## src/rtl/cp0_pkg.sv

```systemverilog
// cp0_pkg: CP0 register numbers, exception codes, field positions and EPC helper
package cp0_pkg;
  localparam logic [4:0] CP0_SR = 5'd12, CP0_CAUSE = 5'd13, CP0_EPC = 5'd14, CP0_PRID = 5'd15;
  localparam logic [4:0] EXC_INT = 5'd0, EXC_ADEL = 5'd4, EXC_ADES = 5'd5, EXC_RI = 5'd10, EXC_OV = 5'd12;
  localparam int IM_LO = 10, EXL_BIT = 1, IE_BIT = 0, BD_BIT = 31, IP_LO = 10, EXC_LO = 2;
  localparam logic [31:0] HANDLER_PC = 32'h0000_4180;
  // Word address of the restart PC: a delay-slot instruction restarts at its branch
  function automatic logic [29:0] epc_of(input logic [31:0] pc, input logic bd);
    return 30'((bd ? pc - 32'd4 : pc) >> 2);
  endfunction
endpackage

```

## src/rtl/cp0_int_arb.sv

```systemverilog
// cp0_int_arb: interrupt/exception request and ExcCode priority selection
module cp0_int_arb
  import cp0_pkg::*;
(
  input  logic       ie,
  input  logic       exl,
  input  logic [5:0] im,
  input  logic [5:0] hw_int,
  input  logic [4:0] m_exc_code,
  output logic       req,
  output logic [4:0] exc_code
);
  logic int_req, exc_req;
  assign int_req  = ie & ~exl & |(hw_int & im);
  assign exc_req  = ~exl & (m_exc_code != 5'd0);
  assign req      = int_req | exc_req;
  assign exc_code = int_req ? EXC_INT : m_exc_code;
endmodule

```

## src/rtl/cp0_unit.sv

```systemverilog
// cp0_unit: MIPS coprocessor-0 holding SR/Cause/EPC/PRId, raising the M-stage exception request
module cp0_unit
  import cp0_pkg::*;
#(
  parameter logic [31:0] PRID     = 32'h2021_0007,
  parameter logic [5:0]  IM_RESET = 6'b000000
) (
  input  logic        clk,
  input  logic        reset,
  input  logic        en,
  input  logic [4:0]  cp0_addr,
  input  logic [31:0] cp0_din,
  input  logic [31:0] m_pc,
  input  logic [4:0]  m_exc_code,
  input  logic        m_bd,
  input  logic [5:0]  hw_int,
  input  logic        exl_clr,
  output logic [31:0] cp0_dout,
  output logic [31:0] epc_out,
  output logic        req
);
  logic [5:0] im, ip;
  logic exl, ie, bd;
  logic [4:0] exc, sel_code;
  logic [29:0] epc;
  logic [31:0] sr_w, cause_w;
  cp0_int_arb u_arb (
    .ie(ie), .exl(exl), .im(im), .hw_int(hw_int), .m_exc_code(m_exc_code),
    .req(req), .exc_code(sel_code)
  );
  always_ff @(posedge clk) begin
    if (reset) begin
      im  <= IM_RESET;
      exl <= 1'b0;
      ie  <= 1'b0;
      bd  <= 1'b0;
      ip  <= '0;
      exc <= '0;
      epc <= '0;
    end else begin
      ip <= hw_int;
      if (req) begin
        exl <= 1'b1;
        bd  <= m_bd;
        exc <= sel_code;
        epc <= epc_of(m_pc, m_bd);
      end else begin
        if (en && cp0_addr == CP0_SR) begin
          im  <= cp0_din[IM_LO+:6];
          ie  <= cp0_din[IE_BIT];
          exl <= exl_clr ? 1'b0 : cp0_din[EXL_BIT];
        end else if (exl_clr) exl <= 1'b0;
        if (en && cp0_addr == CP0_EPC) epc <= cp0_din[31:2];
      end
    end
  end
  always_comb begin
    sr_w = '0;
    sr_w[IM_LO+:6] = im;
    sr_w[EXL_BIT] = exl;
    sr_w[IE_BIT] = ie;
    cause_w = '0;
    cause_w[BD_BIT] = bd;
    cause_w[IP_LO+:6] = ip;
    cause_w[EXC_LO+:5] = exc;
  end
  assign epc_out  = {epc, 2'b00};
  assign cp0_dout = cp0_addr == CP0_SR    ? sr_w    :
                    cp0_addr == CP0_CAUSE ? cause_w :
                    cp0_addr == CP0_EPC   ? epc_out :
                    cp0_addr == CP0_PRID  ? PRID    : 32'd0;
endmodule

```

## config.mk

```make
export PLATFORM = sky130hd
export DESIGN_NAME = cp0_unit
export DESIGN_NICKNAME = d
export VERILOG_FILES = /design/src/rtl/cp0_pkg.sv /design/src/rtl/cp0_int_arb.sv /design/src/rtl/cp0_unit.sv
export SDC_FILE = /design/constraint.sdc
export NUM_CORES = 1
export LEC_CHECK = 0
export ABC_AREA = 1
export CAP_MARGIN = 20
export CORE_AREA = 10 10 112 114
export DETAILED_ROUTE_END_ITERATION = 8
export DIE_AREA = 0 0 122 124
export PLACE_DENSITY = 0.78
export REMOVE_ABC_BUFFERS = 1
export SYNTH_ARGS = -nofsm -noshare
export SYNTH_HDL_FRONTEND = slang
export SYNTH_SLANG_ARGS = --single-unit
export TNS_END_PERCENT = 1
```

## constraint.sdc

```tcl
create_clock -name clk -period 3.2 [get_ports clk]
set_input_delay 0.64 -clock clk [delete_from_list [all_inputs] [get_ports clk]]
set_output_delay 0.64 -clock clk [all_outputs]
set_load 0.05 [all_outputs]
```

Word-level counts from Yosys, hierarchy flattened
Index checks and enable logic that the tools add are counted.
- register bits: 50
- logic and storage cells: 38
- bits of input ports: 85
- eq/ne operators: 4
- add/sub/neg operators: 1
- bitwise operators: 7
- mux-type cells: 12
- reduce and logical (&&, ||, !) cells: 7
- operator list (operator ; number):
    32-bit 2-to-1 mux ; 4
    30-bit 2-to-1 mux ; 3
    32-bit by 3-bit subtractor with 32-bit output (second input constant) ; 1
    5-bit by 4-bit == test with 1-bit output (second input constant) ; 4
    6-bit AND ; 1
    6-bit OR reduction ; 1
    5-bit 2-to-1 mux ; 1
    5-bit nonzero test ; 1
    1-bit 2-to-1 mux ; 4
    1-bit AND ; 3
    3-bit nonzero test ; 1
    1-bit logical AND ; 2
    1-bit inverter ; 2
    2-bit AND reduction ; 1
    2-bit nonzero test ; 1
    1-bit OR ; 1

Longest topological paths before layout
Gate-level depths: netlist of run 1.
- depth in word-level cells: 6
- depth in mapped cells: 12
- gate-level depth less buffers: 12

Hierarchy
Synthesis of run 1 repeated with hierarchy kept, for this count alone.
- cells, all modules: 602
- area total of the unflattened synthesis: 3528.4 sq um
- modules (own cells, without submodules) (module ; times used ; cells an instance ; seq. area each (sq um) ; area an instance (sq um)):
    cp0_unit ; 1 ; 573 ; 1001.0 ; 3403.3
    cp0_int_arb ; 1 ; 29 ; 0.0 ; 125.1

Worst setup path before layout of run 1
OpenSTA, ideal clock, no wires.
- path type: input to output
- start point: in cp0_addr[3]
- end point: out cp0_dout[3]
- setup slack: 0.212 ns
- arrival time: 2.348 ns
- stages on the path: 5
- data required time: 2.560 ns
- path through: nand2_1 nor3_4 nand2_4 clkbuf_1 o21ai_0
- word-level cells in the longest chain between the ends: 4
- elaborated cells between the ends (all ways): 6
- those cells by class: 3 x eq/ne; 3 x mux
- RTL lines (what ; line ; text):
    from (decl) ; cp0_unit.sv:11 ; input logic [4:0] cp0_addr,
    5-bit by 4-bit == test with 1-bit output ; cp0_unit.sv:70 ; cp0_addr == CP0_EPC ? epc_out :
    32-bit 2-to-1 mux ; cp0_unit.sv:70 ;
    32-bit 2-to-1 mux ; cp0_unit.sv:69 ; cp0_addr == CP0_CAUSE ? cause_w :
    32-bit 2-to-1 mux * ; cp0_unit.sv:68 ; assign cp0_dout = cp0_addr == CP0_SR ? sr_w :
    to (decl) ; cp0_unit.sv:18 ; output logic [31:0] cp0_dout,
Every way passes the cells marked *; elsewhere a longest branch is shown, timed or not.

Final worst setup path of run 1
- start point: in cp0_addr[3]
- end point: out cp0_dout[1]
- word-level cells in the longest chain between the ends: 5
- elaborated cells between the ends (all ways): 8
- those cells by class: 4 x eq/ne; 4 x mux
- RTL lines (what ; line ; text):
    5-bit by 4-bit == test with 1-bit output ; cp0_unit.sv:71 ; cp0_addr == CP0_PRID ? PRID : 32'd0;
    30-bit 2-to-1 mux ; cp0_unit.sv:71 ;
    32-bit 2-to-1 mux ; cp0_unit.sv:70 ;
    32-bit 2-to-1 mux ; cp0_unit.sv:69 ;
    32-bit 2-to-1 mux * ; cp0_unit.sv:68 ;
Marks and branches as above.

==> results.cfg, run 1 <==
[run_status]
status = completed

[worst_setup_path]
path_max_fanout = 7
rrSetupSlack_ns = 1.32
crit_arrival_ns = 2.34
r2r_cells = 10
cp-start-kind = input pin
endpoint = cp0_dout[1]
r2r_start = im[5]
path_cells = clkdlybuf4s50_1 > nand2_1 > nor3_1 > inv_1 > nor2_1 > inv_1 > o21ai_0 > buf_12
crit_path_end_kind = output port
r2r_end = epc[27]
worst-path-stages = 8
worstPathRequired_ns = 2.56
cp_num_buf_inv = 4
worst_path_max_delay_cell = clkdlybuf4s50_1
crit_path_frequent_cell = inv_1
crit_family = buffers and inverters
crit_type = in2out
cp-startpoint = cp0_addr[3]
slowest_delay_ns = 0.45

[logic_synthesis]
syn_inst = 604
synth_seq_cells = 50
synth_warnings = 0
syn_area_um2 = 3510
syn_area_per_cell_um2 = 5.81
yosysSeqAreaShare_pct = 28.5
ys_types = 38

[clocking]
clk_latency_ns = 0.32
cts_tree = built
root_buffer = clkbuf_8
cts_hold_buf = 0
post_cts_buffers = 0
htreeDepth = 2
numCtsBuffers = 5
cts_sinks = 50
cts_resized = 0
clk_pin_slew_ns = 0.10
ctsLongestPathBuffers = 2

[floorplan]
die_area_um2 = 15100
fp.dieW_um = 122
boundaryPins = 150
fp.coreArea_um2 = 10200
start_util_pct = 34.3
fp-row-count = 37
dieHeight_um = 124

[timing]
slew-limit-headroom_pct = 63.8
worst_clock_skew_ns = 0.0128
timing.final.crit_period_ns = 2.98
hold_viol = 0
setup_viol = 0
min_period_over_period_pct = 93.3
drv_slew = 0
rsz0062_at_grt = false
fin_setup_tns_ns = 0
tightestPinTransition_ns = 0.541
timing.fmax_ghz = 0.335
hold_slack_ns = 0.475

[grt]
grt_usage_pct = 17.7
grt_pass1_vias = 4081
grt_max_degree = 34
antenna_found_initial = 0
grt_pass1_wl_um = 21400
grt_overflow = 0

[cells_and_area]
fill_cells = 1025
antenna_cells = 0
syn_to_final_growth_pct = 58.6
drive_gt1_share_pct = 10.0
seq_area_um2 = 1000
multi_input_area_um2 = 2050
final_nets = 835

[hold_path]
hp-class = reg2reg

[power]
ir_drop_mv = 0.209
p_leak_nw = 2.39
powerDensity_nw_per_um2 = 308
p_total_mw = 1.71

[routing]
wirelength_um = 13600
ant_nets = 0
drcViolationCount = 0
highest_layer = met4
wl_met2_um = 6280
drt_iter0_drc = 270
dr.pass1.iters = 5
via_per_inst = 4.70
num_vias = 4167
wl_met1_um = 6020
wl_per_cell_um = 15.3
met3_length_um = 1140

[place]
port_buffers = 145
dp_hpwl_um = 11100
place.gp.congestion = 0.916

[run]
cap_violations = 0
==> per-stage QoR <==
step	cells	setup slack, ns	cell area (um^2)	utilization, %
final	886	0.216	5560	54.4
after global routing	886	0.0686	5560	54.4
after CTS	886	0.208	5560	54.4
after detailed placement	878	0.217	5470	53.4
after global placement	878	0.254	5470	53.4
after floorplan	585	0.250	3400	-
==> worst reg2reg max path: cells and delay by family, from the launching register on <==
kind,cells,cell delay (ns)
AND/OR/NAND/NOR,5,0.82
flip-flops,1,0.35
AO/OA/AOI/OAI,2,0.26
buffers and inverters,3,0.35
==> cell families after synthesis <==
logic type      synth area share [%]
xor+xnor                        2.00
simple gates                    38.7
compound gates                  17.1
other cells                    0.107
buf+inv                         13.2
flops                           28.5
fa+ha+maj                      0.357
==> sequential cells by signal (all words and copies together) (netlist names) <==
name	count
im	6
ip	6
exc	5
bd	1
exl	1
epc	30
ie	1
==> Yosys cell counts <==
library cell,count,area (um^2)
buf_6,2,22.5
xor2_1,4,35.0
o21ai_2,1,8.76
nand2_4,1,11.3
a31oi_1,2,12.5
nand4_1,6,37.5
a21boi_2,1,11.3
nor2_2,3,18.8
o21ai_1,7,35.0
nor3_4,1,16.3
buf_2,8,40.0
nand3_2,2,20.0
nor3b_1,1,7.51
nand2_1,159,597
nand3_1,26,130
o21bai_1,1,7.51
o21ai_0,49,245
nor3_1,3,15.0
buf_4,3,22.5
a21oi_1,40,200
inv_2,5,18.8
nand2_2,3,18.8
nor3_2,1,10.0
nand3b_1,5,37.5
a22o_1,3,26.3
nor2_8,1,20.0
nor2_1,105,394
ha_1,1,12.5
o22ai_1,2,12.5
clkbuf_1,7,26.3
nor2_4,2,22.5
a21oi_2,1,8.76
o211ai_1,2,15.0
conb_1,1,3.75
inv_1,89,334
dfxtp_1,50,1000
o221ai_1,2,17.5
xnor2_1,4,35.0
==> power breakdown <==
| part | internal, mW | switching (mW) |
|---|---|---|
| registers | 0.668 | 0.0291 |
| clock network | 0.162 | 0.250 |
| logic | 0.245 | 0.359 |
| total | 1.08 | 0.638 |
==> cells in the final DEF (no fill, tap or decap), types with 3 or more instances in the layout <==
master           synthesis  final
a21oi_1                 40     40
a22o_1                   3      3
buf_12                   0     35
buf_4                    3     10
clkbuf_8                 0      5
clkdlybuf4s50_1          0    112
dfxtp_1                 50     50
inv_1                   89     89
inv_2                    5      5
nand2_1                159    159
nand2_2                  3      3
nand3_1                 26     26
nand3b_1                 5      5
nand4_1                  6      6
nor2_1                 105    105
nor2_2                   3      3
nor3_1                   3      3
o21ai_0                 49     49
o21ai_1                  7      7
xnor2_1                  4      4
xor2_1                   4      4
==> routing by layer <==
layer / up-vias / GRT usage (%)
met4: 0 / 4.02
met5: - / 0
li1: 2173 / -
met2: 135 / 29.5
met1: 1848 / 22.1
met3: 11 / 4.89
==> layout make-up <==
class                   count  area share, %
repair buffers            157           34.1
clock inverters             3          0.472
flip-flops and latches     50           18.0
multi-input cells         441           36.8
clock buffers               5           1.24
well taps                 136           3.06
inverters                  94           6.34
==> worst min path at each step <==
stage	cells past startpoint	slack, ns	to	start
4_1_cts	2	0.47	exc[2]	exc[2]
2_1_floorplan	2	0.44	exc[0]	exc[0]
3_5_place_dp	2	0.46	exc[2]	exc[2]
3_3_place_gp	2	0.45	exc[0]	exc[0]
5_1_grt	2	0.50	exc[2]	exc[2]
6_report	2	0.47	exc[2]	exc[2]
Note: power is estimated with default switching activity, not from simulation.
==> run 2, diff against run 1 <==
==> constraint.sdc (replaced) <==
create_clock -name clk -period 3.2 [get_ports clk]
set_input_delay 0.48 -clock clk [delete_from_list [all_inputs] [get_ports clk]]
set_output_delay 0.48 -clock clk [all_outputs]
set_load 0.05 [all_outputs]
==> results.cfg, run 2 (same netlist as run 1, synthesis figures left out) <==
[timing]
min_period_over_period_pct = 85.1
worst_clock_skew_ns = 0.0165
slew-limit-headroom_pct = 60.2
hold_slack_ns = 0.469
drv_slew = 0
rsz0062_at_grt = false
hold_viol = 0
timing.fmax_ghz = 0.367
setup_viol = 0
timing.final.crit_period_ns = 2.72
tightestPinTransition_ns = 0.595
fin_setup_tns_ns = 0

[routing]
via_per_inst = 4.65
ant_nets = 0
wl_per_cell_um = 15.1
wirelength_um = 13400
drt_iter0_drc = 295
num_vias = 4110
drcViolationCount = 0
dr.pass1.iters = 4

[cells_and_area]
drive_gt1_share_pct = 9.76
largest-register = epc
top_regs = epc x30, im x6, ip x6
layout_commonest_cell = nand2_1
antenna_cells = 0
syn_to_final_growth_pct = 51.8
largest_reg_flops = 30
stdcell_count = 884
most-common-layout-cells = 159 x nand2_1, 112 x clkdlybuf4s50_1, 105 x nor2_1, 89 x inv_1, 50 x dfxtp_1
final_nets = 833

[hold_path]
hp-class = reg2reg

[clocking]
numCtsBuffers = 5
htreeDepth = 2
clk_pin_slew_ns = 0.12
ctsLongestPathBuffers = 2
clk_latency_ns = 0.32
cts_hold_buf = 0
cts_tree = built
cts_resized = 0
post_cts_buffers = 0
root_buffer = clkbuf_8
cts_sinks = 50

[run]
cap_violations = 0

[power]
seq_power_share_pct = 40.8
switching_share_pct = 37.3
clockPowerShare_pct = 24.3
share_comb_of_total_power_pct = 34.9
ir_drop_mv = 0.209
p_total_mw = 1.71
switchingPower_mw = 0.638
p_int_mw = 1.07
powerDensity_nw_per_um2 = 321
p_leak_nw = 2.33

[run_status]
status = completed

[floorplan]
dieHeight_um = 124
fp.coreArea_um2 = 10200
boundaryPins = 150
die_area_um2 = 15100
fp-row-count = 37
start_util_pct = 34.3
fp.dieW_um = 122

[place]
port_buffers = 145
dp_hpwl_um = 10700
dpl.cell_count = 876
place.gp.congestion = 0.891

[worst_setup_path]
crit_arrival_ns = 2.24
crit_path_end_kind = output port
worstPathRequired_ns = 2.72
crit_type = in2out
path_max_fanout = 7
cp-start-kind = input pin

[grt]
grt_pass1_wl_um = 20500
grt_pass1_vias = 3997
grt_usage_pct = 17.0
antenna_found_initial = 0
grt_overflow = 0
grt_max_degree = 37
[run 2: changes by cell type in the layout (fill, tap and decap cells not counted)]
cell	delta
buf_12	-18
buf_4	+16
inv_6	-2
clkinv_4	+1
inv_8	+1
[run 2: worst paths after layout]
check                                  from     endpoint  slack (ns)  depth (start not counted)
worst max-delay path            cp0_addr[2]  cp0_dout[0]        0.48                          8
worst max register to register        im[5]      epc[28]        1.19                         10
worst min-delay path                 exc[0]       exc[0]        0.47                          2
worst min register to register       exc[0]       exc[0]        0.47                          2
[run 2: final cells by class]
| class | instances | area [um^2] |
|---|---|---|
| fill | 1055 | 4910 |
| multi-input combinational | 441 | 2050 |
| timing repair buffer | 155 | 1660 |
| sequential | 50 | 1000 |
| inverter | 94 | 353 |
| tap | 136 | 170 |
| clock buffer | 5 | 68.8 |
| clock inverter | 3 | 28.8 |
[run 2: worst max-delay path, stage by stage]
cell	delay [ns]
clkdlybuf4s50_1	0.46
nand2_1	0.10
nor3_1	0.14
inv_1	0.11
nor2_1	0.19
inv_1	0.18
o21ai_0	0.38
buf_12	0.19
[run 2: through the flow]
stage               setup slack [ns]  utilization (%)  area [um^2]
floorplan                      0.570                -         3400
global placement               0.531             51.1         5230
detailed placement             0.540             51.1         5230
CTS                            0.505             52.0         5330
global route                   0.351             52.0         5330
finish                         0.476             52.0         5330
[run 2: layer usage]
| layer | vias up | global-route usage (%) | routed length (um) |
|---|---|---|---|
| met5 | - | 0 | 0 |
| met4 | 0 | 3.65 | 91 |
| met3 | 5 | 5.79 | 1400 |
| met2 | 139 | 29.0 | 6150 |
| met1 | 1787 | 20.2 | 5740 |
| li1 | 2179 | - | - |
[run 2: power groups by stage]
stage          clock network, mW  logic [mW]  registers (mW)
2_1_floorplan                  0       0.196           0.826
3_3_place_gp                   0       0.595           0.710
3_5_place_dp                   0       0.598           0.712
4_1_cts                    0.422       0.600           0.698
5_1_grt                    0.447       0.646           0.703
6_report                   0.415       0.596           0.698
==> run 3, diff against run 2 <==
Settings changed: CORE_AREA 10 10 112 114 to 10 10 82 155, DIE_AREA 0 0 122 124 to 0 0 92 165.
==> results.cfg, run 3 (same netlist as run 1, synthesis figures left out) <==
[timing]
worst_clock_skew_ns = 0.0118
drv_slew = 0
setup_viol = 0
timing.final.crit_period_ns = 2.77
timing.fmax_ghz = 0.361
finalWorstSetupSlack_ns = 0.426
tightestPinTransition_ns = 0.548
hold_viol = 0
min_period_over_period_pct = 86.7
fin_setup_tns_ns = 0
slew-limit-headroom_pct = 63.3
rsz0062_at_grt = false

[power]
switching_share_pct = 33.1
powerDensity_nw_per_um2 = 356
share_comb_of_total_power_pct = 31.4
seq_power_share_pct = 36.4
p_total_mw = 1.92
clockPowerShare_pct = 32.2
ir_drop_mv = 0.205
p_leak_nw = 2.36
p_int_mw = 1.28
switchingPower_mw = 0.636

[place]
pre_cts_slack_ns = 0.418
dp_hpwl_um = 11500
port_buffers = 145
place.gp.congestion = 0.979
dpl.cell_count = 876

[hold_path]
hold_path_depth = 2
hp-class = reg2reg
hold_end = exc[1]
min_from = exc[1]

[worst_setup_path]
r2r_end = im[4]
slowest_delay_ns = 0.80
crit_type = in2out
worst_path_max_delay_cell = clkdlybuf4s50_1
worstPathRequired_ns = 2.72
r2r_cells = 10
path_max_fanout = 5
path_cells = clkdlybuf4s50_1 > inv_2 > nor3_4 > nand2_1 > nand2_1 > clkdlybuf4s50_1
crit_arrival_ns = 2.29
crit_family = buffers and inverters
rrSetupSlack_ns = 1.26
cp-start-kind = input pin
cp_num_buf_inv = 3
r2r_start = im[2]
crit_path_end_kind = output port

[cells_and_area]
fill_cells = 1053
syn_to_final_growth_pct = 53.9
layout_commonest_cell = nand2_1
largest_reg_flops = 30
top_regs = epc x30, im x6, ip x6
antenna_cells = 0
fin_util_pct = 53.2
final_nets = 834
most-common-layout-cells = 159 x nand2_1, 114 x clkdlybuf4s50_1, 105 x nor2_1, 89 x inv_1, 50 x dfxtp_1
stdcell_count = 884
largest-register = epc
drive_gt1_share_pct = 9.61

[routing]
ant_nets = 0
num_vias = 4234
wl_per_cell_um = 15.5
via_per_inst = 4.79
drt_iter0_drc = 246
dr.pass1.iters = 5
drcViolationCount = 0
wirelength_um = 13700

[clocking]
numCtsBuffers = 5
ctsLongestPathBuffers = 2
htreeDepth = 2
clk_pin_slew_ns = 0.07
cts_sinks = 50
root_buffer = clkbuf_16
clk_latency_ns = 0.29
cts_resized = 0
cts_hold_buf = 0
cts_tree = built
post_cts_buffers = 0

[grt]
grt_overflow = 0
grt.met3_usage_pct = 2.59
met1_usage_pct = 17.4
grt_max_degree = 37
grt_usage_pct = 17.5
grt_pass1_wl_um = 21200
grt_pass1_vias = 4180
busiest_layer = met2
gr-usage-met2_pct = 33.4
antenna_found_initial = 0

[floorplan]
boundaryPins = 150
start_util_pct = 34.6
dieHeight_um = 165
fp.coreArea_um2 = 10100
fp.dieW_um = 92
die_area_um2 = 15200
fp-row-count = 52

[run_status]
status = completed

[run]
cap_violations = 0
[run 3: cell types whose count changed in the layout (fill, tap and decap cells not counted)]
cell	before	now
buf_12	17	16
bufinv_16	0	1
clkbuf_16	0	5
clkbuf_8	5	0
clkdlybuf4s50_1	112	114
clkinv_4	2	0
clkinvlp_4	0	1
[run 3: layer usage]
layer	up-vias	wire length [um]
li1	2181	-
met1	1886	4870
met2	133	7540
met3	34	654
met4	0	611
met5	-	0
[run 3: worst max-delay path by stage]
stage,start,end,slack [ns],depth (start not counted)
detailed placement,cp0_addr[1],cp0_dout[29],0.42,6
floorplan,cp0_addr[3],cp0_dout[0],0.57,6
global route,cp0_addr[1],cp0_dout[21],0.32,6
CTS,cp0_addr[1],cp0_dout[29],0.41,6
finish,cp0_addr[1],cp0_dout[29],0.43,6
global placement,cp0_addr[1],cp0_dout[29],0.42,6
[run 3: worst reg2reg max path, cell delays in order, from the launching register on]
cell and delay [ns]:
dfxtp_1 0.31, inv_1 0.06, o21ai_0 0.09, nor2_1 0.12, nand2_1 0.10, nand2_2 0.16, nand2_2 0.34, nor2_4 0.30
inv_1 0.18, nor2_1 0.13, nor2_1 0.05
[run 3: cell type report]
class	instances	area [um^2]	area share, %
Tap cell	135	169	3.13
Inverter	94	353	6.53
Timing Repair Buffer	156	1660	30.7
Sequential cell	50	1000	18.5
Clock inverter	3	48.8	0.904
Clock buffer	5	125	2.32
Multi-Input combinational cell	441	2050	37.9
[run 3: power groups by stage]
| stage | Clock (mW) | Combinational [mW] | Sequential [mW] |
|---|---|---|---|
| global placement | 0 | 0.598 | 0.712 |
| finish | 0.618 | 0.603 | 0.699 |
| CTS | 0.627 | 0.606 | 0.699 |
| global route | 0.646 | 0.651 | 0.705 |
| detailed placement | 0 | 0.604 | 0.713 |
| floorplan | 0 | 0.196 | 0.826 |
[run 3: stage by stage]
| stage | cell area [um^2] | hold slack, ns |
|---|---|---|
| finish | 5400 | 0.472 |
| global route | 5400 | 0.501 |
| CTS | 5400 | 0.474 |
| detailed placement | 5230 | 0.461 |
| global placement | 5230 | 0.454 |
| floorplan | 3400 | 0.436 |
